## config.mk

```make
export PLATFORM = sky130hd
export DESIGN_NAME = servo_ramp_ctrl_flat
export DESIGN_NICKNAME = d
export VERILOG_FILES = /design/src/rtl/servo_pkg.sv /design/src/rtl/servo_ramp_ctrl_if.sv /design/src/rtl/servo_ramp_step.sv /design/src/rtl/servo_ramp_ctrl.sv /design/src/flat_wrapper.sv
export SDC_FILE = /design/constraint.sdc
export NUM_CORES = 2
export LEC_CHECK = 0
export ABC_AREA = 1
export CAP_MARGIN = 20
export CELL_PAD_IN_SITES_DETAIL_PLACEMENT = 1
export CELL_PAD_IN_SITES_GLOBAL_PLACEMENT = 1
export CORE_UTILIZATION = 46
export CTS_CLUSTER_SIZE = 25
export DETAILED_ROUTE_END_ITERATION = 8
export PLACE_DENSITY_LB_ADDON = 0.25
export SLEW_MARGIN = 20
export SYNTH_ARGS = -nofsm -noshare
export SYNTH_HDL_FRONTEND = slang
export SYNTH_HIERARCHICAL = 1
export SYNTH_SLANG_ARGS = --single-unit
```

## constraint.sdc

```tcl
create_clock -name clk -period 8.57 [get_ports clk]
set_input_delay 1.714 -clock clk [delete_from_list [all_inputs] [get_ports clk]]
set_output_delay 1.714 -clock clk [all_outputs]
set_load 0.05 [all_outputs]
```

## src/rtl/servo_pkg.sv

```systemverilog
// Shared constants, opcodes, FSM encodings and command payload for the servo ramp controller.
package servo_pkg;

    localparam int unsigned NCH        = 8;
    localparam int unsigned CNT_W      = 32;
    localparam int unsigned CHAN_W     = 3;
    localparam int unsigned OP_W       = 2;

    localparam int unsigned PERIOD_DEF = 1000000;
    localparam int unsigned PERIOD_MIN = 256;
    localparam int unsigned D_MIN      = 50000;
    localparam int unsigned D_MAX      = 100000;
    localparam int unsigned D_CENTER   = 75000;
    localparam int unsigned STEP       = 500;
    localparam int unsigned TICK_DIV   = 50000;

    localparam logic [OP_W-1:0] OP_SET_TGT = 2'd0;
    localparam logic [OP_W-1:0] OP_EN      = 2'd1;
    localparam logic [OP_W-1:0] OP_DIS     = 2'd2;
    localparam logic [OP_W-1:0] OP_PERIOD  = 2'd3;

    localparam logic [1:0] ST_IDLE  = 2'd0;
    localparam logic [1:0] ST_APPLY = 2'd1;
    localparam logic [1:0] ST_SWEEP = 2'd2;

    typedef struct packed {
        logic [OP_W-1:0]   op;
        logic [CHAN_W-1:0] chan;
        logic [CNT_W-1:0]  data;
    } cmd_t;

endpackage

```

## src/rtl/servo_ramp_ctrl_if.sv

```systemverilog
// Valid/ready command channel feeding the servo ramp controller.
interface servo_ramp_ctrl_if
    import servo_pkg::*;
#(
    parameter int unsigned DATA_W = CNT_W
);
    logic              cmd_valid;
    logic              cmd_ready;
    logic [OP_W-1:0]   cmd_op;
    logic [CHAN_W-1:0] cmd_chan;
    logic [DATA_W-1:0] cmd_data;

    modport master (output cmd_valid, cmd_op, cmd_chan, cmd_data, input cmd_ready);
    modport slave  (input cmd_valid, cmd_op, cmd_chan, cmd_data, output cmd_ready);
endinterface

```

## src/rtl/servo_ramp_step.sv

```systemverilog
// Next pulse width for one channel: move toward target by at most one step, never overshooting.
module servo_ramp_step
    import servo_pkg::*;
#(
    parameter int unsigned W       = CNT_W,
    parameter int unsigned STEP_SZ = STEP
) (
    input  logic [W-1:0] duty,
    input  logic [W-1:0] target,
    input  logic         en,
    output logic [W-1:0] duty_next_c
);
    localparam logic [W-1:0] STEP_V = W'(STEP_SZ);

    // Distance is compared first so the add/subtract can never wrap.
    always_comb begin
        duty_next_c = duty;
        if (en) begin
            if (duty < target) begin
                duty_next_c = ((target - duty) > STEP_V) ? duty + STEP_V : target;
            end else if (duty > target) begin
                duty_next_c = ((duty - target) > STEP_V) ? duty - STEP_V : target;
            end
        end
    end
endmodule

```

## src/rtl/servo_ramp_ctrl.sv

```systemverilog
// Per-channel servo setpoint stage: applies commands and slews live pulse widths once per ramp tick.
module servo_ramp_ctrl #(
    parameter int unsigned NCH        = servo_pkg::NCH,
    parameter int unsigned CNT_W      = servo_pkg::CNT_W,
    parameter int unsigned PERIOD_DEF = servo_pkg::PERIOD_DEF,
    parameter int unsigned PERIOD_MIN = servo_pkg::PERIOD_MIN,
    parameter int unsigned D_MIN      = servo_pkg::D_MIN,
    parameter int unsigned D_MAX      = servo_pkg::D_MAX,
    parameter int unsigned D_CENTER   = servo_pkg::D_CENTER,
    parameter int unsigned STEP       = servo_pkg::STEP,
    parameter int unsigned TICK_DIV   = servo_pkg::TICK_DIV
) (
    input  logic                 clk,
    input  logic                 rst_n,
    servo_ramp_ctrl_if.slave     cmd,
    output logic [CNT_W-1:0]     period_o,
    output logic [NCH*CNT_W-1:0] duty_o,
    output logic [NCH-1:0]       enable_o,
    output logic [NCH-1:0]       at_target_o,
    output logic                 busy_o,
    output logic                 tick_overrun_o
);
    import servo_pkg::*;

    localparam int unsigned IDX_W  = $clog2(NCH);
    localparam int unsigned TICK_W = $clog2(TICK_DIV);

    logic [1:0]        state_q, state_n;
    logic [TICK_W-1:0] tick_cnt_q, tick_cnt_n;
    logic              pending_q, pending_n;
    logic              overrun_q, overrun_n;
    logic [IDX_W-1:0]  idx_q, idx_n;
    cmd_t              cmd_q, cmd_n;
    logic              ready_q, ready_n;
    logic              busy_q, busy_n;
    logic [CNT_W-1:0]  period_q, period_n;
    logic [CNT_W-1:0]  duty_q [NCH];
    logic [CNT_W-1:0]  duty_n [NCH];
    logic [CNT_W-1:0]  tgt_q  [NCH];
    logic [CNT_W-1:0]  tgt_n  [NCH];
    logic [NCH-1:0]    en_q, en_n;
    logic [NCH-1:0]    at_tgt_q, at_tgt_n;
    logic [CNT_W-1:0]  step_duty_c;
    logic              wrap_c;

    servo_ramp_step #(.W(CNT_W), .STEP_SZ(STEP)) u_step (
        .duty        (duty_q[idx_q]),
        .target      (tgt_q[idx_q]),
        .en          (en_q[idx_q]),
        .duty_next_c (step_duty_c)
    );

    assign wrap_c = (tick_cnt_q == TICK_W'(TICK_DIV - 1));

    // Next-state and datapath update.
    always_comb begin
        state_n    = state_q;
        tick_cnt_n = wrap_c ? '0 : tick_cnt_q + TICK_W'(1);
        pending_n  = pending_q | wrap_c;
        overrun_n  = overrun_q | (wrap_c & pending_q);
        idx_n      = idx_q;
        cmd_n      = cmd_q;
        period_n   = period_q;
        duty_n     = duty_q;
        tgt_n      = tgt_q;
        en_n       = en_q;

        case (state_q)
            ST_IDLE: begin
                if (pending_q) begin
                    state_n   = ST_SWEEP;
                    pending_n = wrap_c;
                    idx_n     = '0;
                end else if (cmd.cmd_valid && ready_q) begin
                    cmd_n.op   = cmd.cmd_op;
                    cmd_n.chan = cmd.cmd_chan;
                    cmd_n.data = cmd.cmd_data;
                    state_n    = ST_APPLY;
                end
            end
            ST_APPLY: begin
                state_n = ST_IDLE;
                case (cmd_q.op)
                    OP_SET_TGT: begin
                        if (cmd_q.data < CNT_W'(D_MIN))      tgt_n[cmd_q.chan] = CNT_W'(D_MIN);
                        else if (cmd_q.data > CNT_W'(D_MAX)) tgt_n[cmd_q.chan] = CNT_W'(D_MAX);
                        else                                 tgt_n[cmd_q.chan] = cmd_q.data;
                    end
                    OP_EN:   en_n[cmd_q.chan] = 1'b1;
                    OP_DIS:  en_n[cmd_q.chan] = 1'b0;
                    default: period_n = (cmd_q.data < CNT_W'(PERIOD_MIN)) ? CNT_W'(PERIOD_MIN) : cmd_q.data;
                endcase
            end
            ST_SWEEP: begin
                duty_n[idx_q] = step_duty_c;
                if (idx_q == IDX_W'(NCH - 1)) state_n = ST_IDLE;
                else                          idx_n   = idx_q + IDX_W'(1);
            end
            default: state_n = ST_IDLE;
        endcase

        ready_n = (state_n == ST_IDLE) && !pending_n;
        busy_n  = (state_n != ST_IDLE);
        for (int i = 0; i < NCH; i++) at_tgt_n[i] = (duty_n[i] == tgt_n[i]);
    end

    always_ff @(posedge clk or negedge rst_n) begin
        if (!rst_n) begin
            state_q    <= ST_IDLE;
            tick_cnt_q <= '0;
            pending_q  <= 1'b0;
            overrun_q  <= 1'b0;
            idx_q      <= '0;
            cmd_q      <= '0;
            ready_q    <= 1'b0;
            busy_q     <= 1'b0;
            period_q   <= CNT_W'(PERIOD_DEF);
            en_q       <= '0;
            at_tgt_q   <= '1;
            for (int i = 0; i < NCH; i++) begin
                duty_q[i] <= CNT_W'(D_CENTER);
                tgt_q[i]  <= CNT_W'(D_CENTER);
            end
        end else begin
            state_q    <= state_n;
            tick_cnt_q <= tick_cnt_n;
            pending_q  <= pending_n;
            overrun_q  <= overrun_n;
            idx_q      <= idx_n;
            cmd_q      <= cmd_n;
            ready_q    <= ready_n;
            busy_q     <= busy_n;
            period_q   <= period_n;
            en_q       <= en_n;
            at_tgt_q   <= at_tgt_n;
            for (int i = 0; i < NCH; i++) begin
                duty_q[i] <= duty_n[i];
                tgt_q[i]  <= tgt_n[i];
            end
        end
    end

    assign cmd.cmd_ready   = ready_q;
    assign period_o        = period_q;
    assign enable_o        = en_q;
    assign at_target_o     = at_tgt_q;
    assign busy_o          = busy_q;
    assign tick_overrun_o  = overrun_q;

    for (genvar g = 0; g < NCH; g++) begin : g_duty
        assign duty_o[g*CNT_W +: CNT_W] = duty_q[g];
    end
endmodule

```

## src/flat_wrapper.sv

```systemverilog
// flat-port wrapper written by rule: the top's interface ports become plain ports
module servo_ramp_ctrl_flat import servo_pkg::*;
#(
    parameter int unsigned NCH        = servo_pkg::NCH,
    parameter int unsigned CNT_W      = servo_pkg::CNT_W,
    parameter int unsigned PERIOD_DEF = servo_pkg::PERIOD_DEF,
    parameter int unsigned PERIOD_MIN = servo_pkg::PERIOD_MIN,
    parameter int unsigned D_MIN      = servo_pkg::D_MIN,
    parameter int unsigned D_MAX      = servo_pkg::D_MAX,
    parameter int unsigned D_CENTER   = servo_pkg::D_CENTER,
    parameter int unsigned STEP       = servo_pkg::STEP,
    parameter int unsigned TICK_DIV   = servo_pkg::TICK_DIV
)
  (clk, rst_n, period_o, duty_o, enable_o, at_target_o, busy_o, tick_overrun_o, cmd_cmd_valid, cmd_cmd_op, cmd_cmd_chan, cmd_cmd_data, cmd_cmd_ready);
  servo_ramp_ctrl_if #(.DATA_W((32))) cmd_i ();
  input  logic clk;
  input  logic rst_n;
  output logic [CNT_W-1:0] period_o;
  output logic [NCH*CNT_W-1:0] duty_o;
  output logic [NCH-1:0] enable_o;
  output logic [NCH-1:0] at_target_o;
  output logic busy_o;
  output logic tick_overrun_o;
  input wire logic [$bits(cmd_i.cmd_valid)-1:0] cmd_cmd_valid;
  input wire logic [$bits(cmd_i.cmd_op)-1:0] cmd_cmd_op;
  input wire logic [$bits(cmd_i.cmd_chan)-1:0] cmd_cmd_chan;
  input wire logic [$bits(cmd_i.cmd_data)-1:0] cmd_cmd_data;
  output wire logic [$bits(cmd_i.cmd_ready)-1:0] cmd_cmd_ready;
  assign cmd_i.cmd_valid = cmd_cmd_valid;
  assign cmd_i.cmd_op = cmd_cmd_op;
  assign cmd_i.cmd_chan = cmd_cmd_chan;
  assign cmd_i.cmd_data = cmd_cmd_data;
  assign cmd_cmd_ready = cmd_i.cmd_ready;
  servo_ramp_ctrl #(.NCH(NCH), .CNT_W(CNT_W), .PERIOD_DEF(PERIOD_DEF), .PERIOD_MIN(PERIOD_MIN), .D_MIN(D_MIN), .D_MAX(D_MAX), .D_CENTER(D_CENTER), .STEP(STEP), .TICK_DIV(TICK_DIV)) u_core (.clk(clk), .rst_n(rst_n), .cmd(cmd_i), .period_o(period_o), .duty_o(duty_o), .enable_o(enable_o), .at_target_o(at_target_o), .busy_o(busy_o), .tick_overrun_o(tick_overrun_o));
endmodule
```

==> impl_metrics.csv <==
group,metric,value,unit
status,outcome,"finished with violations",
status,violations,"negative setup slack",
floorplan,core,86890,um^2
sta,tightest_slew,1.445,ns
grt,grt.overflow.total,0,
yosys,ys_seq_elements,622,
yosys,synth_warnings,6,
worst_setup_path,worstPathRequired,9.15,ns
grt,grt_first_pass_wirelength,329200,um
floorplan,die_h,298.4,um
yosys,yosys.area.top_type_share,0.2966,
placement,dp_hpwl,179700,um
grt,grt_max_degree,145,
sta,hold_slack,0.4888,ns
power_and_ir_drop,ir_drop,0.2143,mV
power_and_ir_drop,p_leak,25.49,nW
grt,grt_pass1_vias,47089,
worst_setup_path,critPathMaxStageDelay,1.16,ns
min_path,hold_class,"flip-flop to flip-flop",
worst_setup_path,cp.arrival,9.33,ns
worst_setup_path,critical_path.startpoint,"u_core/idx_q[0]",
yosys,synth_nets,6090,
sta,finClkSkew,0.04206,ns
routing,wl,231300,um
worst_setup_path,crit_path_end,"u_core/at_target_o[4]",
placement,place_ws,0.2146,ns
worst_setup_path,reg2reg_depth,33,
clocking,ctsHtreeMaxLevel,3,
power_and_ir_drop,finalPower,10.30,mW
routing,dr.pass1.iters,6,
worst_setup_path,path_buf_inv,6,
finish,drive_gt1_frac,0.1017,
clocking,clk_pin_slew,0.06,ns
sta,timing.final.ws_setup,-0.1818,ns
routing,wl_per_cell,30.32,um
worst_setup_path,reg2reg_slack,-0.18,ns
worst_setup_path,worstSetupPathType,"flip-flop to flip-flop",
yosys,synthTopCellsByCount,"nand2_1, inv_1, nor2_1, o21ai_0, dfrtp_1",
finish,syn_to_final_growth,21.56,%
grt,grt_usage,0.5107,
sta,setup_viol,3,
power_and_ir_drop,power.density,209.6,nW/um^2
grt,grt_util_met3,0.1619,
sta,setup_tns,-0.3615,ns
clocking,clock_latency,0.66,ns
placement,gp_congestion,1.099,
worst_setup_path,cp.depth,33,
clocking,cts_tree,"yes",
sta,maxSlewHeadroom,0.03231,
clocking,cts-buffers-inserted,74,
yosys,syn_avg_cell_area,6.760,um^2
yosys,synth.most_common_cell,"nand2_1",
worst_setup_path,timing.rr.end,"u_core/at_target_o[4]",
placement,dp.cells,7478,
finish,layout.cells.non_filler,7629,
worst_setup_path,cp-start-kind,"flip-flop",
finish,design_area,49120,um^2
yosys,syn_area,40410,um^2
routing,viasPerCell,6.138,
grt,antenna_found_initial,15,
worst_setup_path,crit_family,"simple AND/OR/NAND/NOR gates",
grt,grt_busiest_layer,"met2",
sta,drv_slew,0,
floorplan,start_util,0.4651,
routing,drtIter0Drc,6611,
worst_setup_path,crit_path_end_kind,"flip-flop",
floorplan,die_area,89040,um^2
sta,fmaxAchievable,0.1143,GHz
routing,vias,46823,
sta,hold_viol_final,0,
worst_setup_path,crit_slowest_cell,"o211ai_1",
yosys,ys_async_sr_fraction,1.000,
finish,final_util,0.5654,
clocking,cts.sinks,622,
yosys,yosys.cell_types.count,51,
grt,grtUsageMet1,0.6186,
clocking,clockBufferDepth,3,
worst_setup_path,cp_max_fo,31,
yosys,syn_inst,5978,
worst_setup_path,r2r_start,"u_core/idx_q[0]",
yosys,yosys_most_used_dff,"dfrtp_1",
finish,fin_nets,6516,
routing,ant_nets,0,
sta,final.min_clock_period,8.752,ns
yosys,synthTopCellsByArea,"dfrtp_1, nand2_1, dfstp_2, inv_1, o21ai_0",
placement,placed_area,46470,um^2
placement,portBuffers,346,
yosys,synth_edf_count,0,
job,max_cap_violations,0,
floorplan,rows,108,
worst_setup_path,cpMostUsedCell,"nand2_1",
yosys,yosys.area.top_type,"dfrtp_1",
grt,use_met2,0.7561,
floorplan,die_x,298.4,um
floorplan,ios,347,
sta,post-route-period-util,1.021,
clocking,clockRootBuffer,"clkbuf_16",
yosys,ys_seq_area_frac,0.3896,
clocking,ctsHoldBuffers,0,
routing,route.detailed.drc,0,
-- placed cells by master (no fill, tap or decap), drive strengths merged, types with 2 or more instances in the layout --
master            n
a211oi            3
a21boi            2
a21oi           226
a31oi             9
and3              3
buf             263
bufinv            5
clkbuf          109
clkdlybuf4s50   345
clkinv           28
clkinvlp          4
dfrtp           479
dfstp           143
diode            12
ha               71
inv             936
nand2          1755
nand3           461
nand3b            5
nand4            60
nor2            562
nor3             38
nor4              7
o2111ai          65
o211ai          111
o21a             27
o21ai           544
o21bai            8
o22ai            10
o31ai             2
or2              31
xnor2            43
xor2            101
-- per-layer routing --
| metal | up-vias | share of wire |
|---|---|---|
| met5 | - | 0.00038 |
| met4 | 14 | 0.093 |
| met3 | 887 | 0.12 |
| met2 | 3246 | 0.42 |
| met1 | 22914 | 0.36 |
| li1 | 19762 | - |
-- cell families (layout without fill, tap and decap cells) --
group                    after synthesis  after routing  synth area share
XOR/XNOR                             144            144           0.03121
buffers and inverters               1206           1690            0.1161
other                                  0             12                 0
AND/OR/NAND/NOR                     2923           2923            0.2989
adder cells (fa/ha/maj)               72             72           0.02248
AO/OA/AOI/OAI                       1011           1011            0.1416
flip-flops                           622            622            0.3896
-- cell type report --
cell class / count / area, um^2
multi-input cells: 4150 / 20100
fillers: 11305 / 37760
clock buffers: 108 / 2160
well taps: 1155 / 1445
flip-flops and latches: 622 / 15750
inverters: 947 / 3572
clock inverters: 26 / 366.6
diodes: 12 / 30.03
repair buffers: 609 / 5705
-- how the worst min path moves through the flow --
stage | start | to | slack [ns] | cells after the start
2_1_floorplan | u_core/tick_cnt_q[0] | u_core/tick_cnt_q[0] | 0.43 | 1
3_3_place_gp | u_core/tick_cnt_q[0] | u_core/tick_cnt_q[0] | 0.45 | 1
3_5_place_dp | u_core/tick_cnt_q[0] | u_core/tick_cnt_q[0] | 0.46 | 1
4_1_cts | u_core/period_o[6] | u_core/period_o[6] | 0.48 | 2
5_1_grt | u_core/tick_cnt_q[0] | u_core/tick_cnt_q[0] | 0.50 | 1
6_report | u_core/period_o[6] | u_core/period_o[6] | 0.49 | 2
-- flip-flops by register name, indices dropped and copies added, names as in the netlist, named ones only --
register and flops:
u_core/duty_o 256, u_core/tgt_q 256, u_core/tick_overrun_o 1, u_core/busy_o 1, u_core/pending_q 1, u_core/cmd_q 37
u_core/cmd.cmd_ready 1, u_core/period_o 32, u_core/tick_cnt_q 16, u_core/idx_q 3, u_core/at_target_o 8, u_core/state_q 2
-- where the power goes --
group	internal (mW)	switching (mW)	total [mW]
sequential	3.33	0.256	3.59
clock	1.92	1.43	3.35
combinational	0.915	2.45	3.36
total	6.17	4.13	10.3
-- repair_timing --
item                                   in CTS  in global routing
setup endpoints to repair                   0                  7
resized for setup                           0                 13
endpoints found under the hold margin       0                  0
buffers inserted                            0                  4
-- worst min-delay path, stage by stage (launching register included) --
cell and delay [ns]:
dfstp_2 0.37, nand2_1 0.06, nand2_1 0.06
No activity file was read; power rests on OpenSTA's default activity.
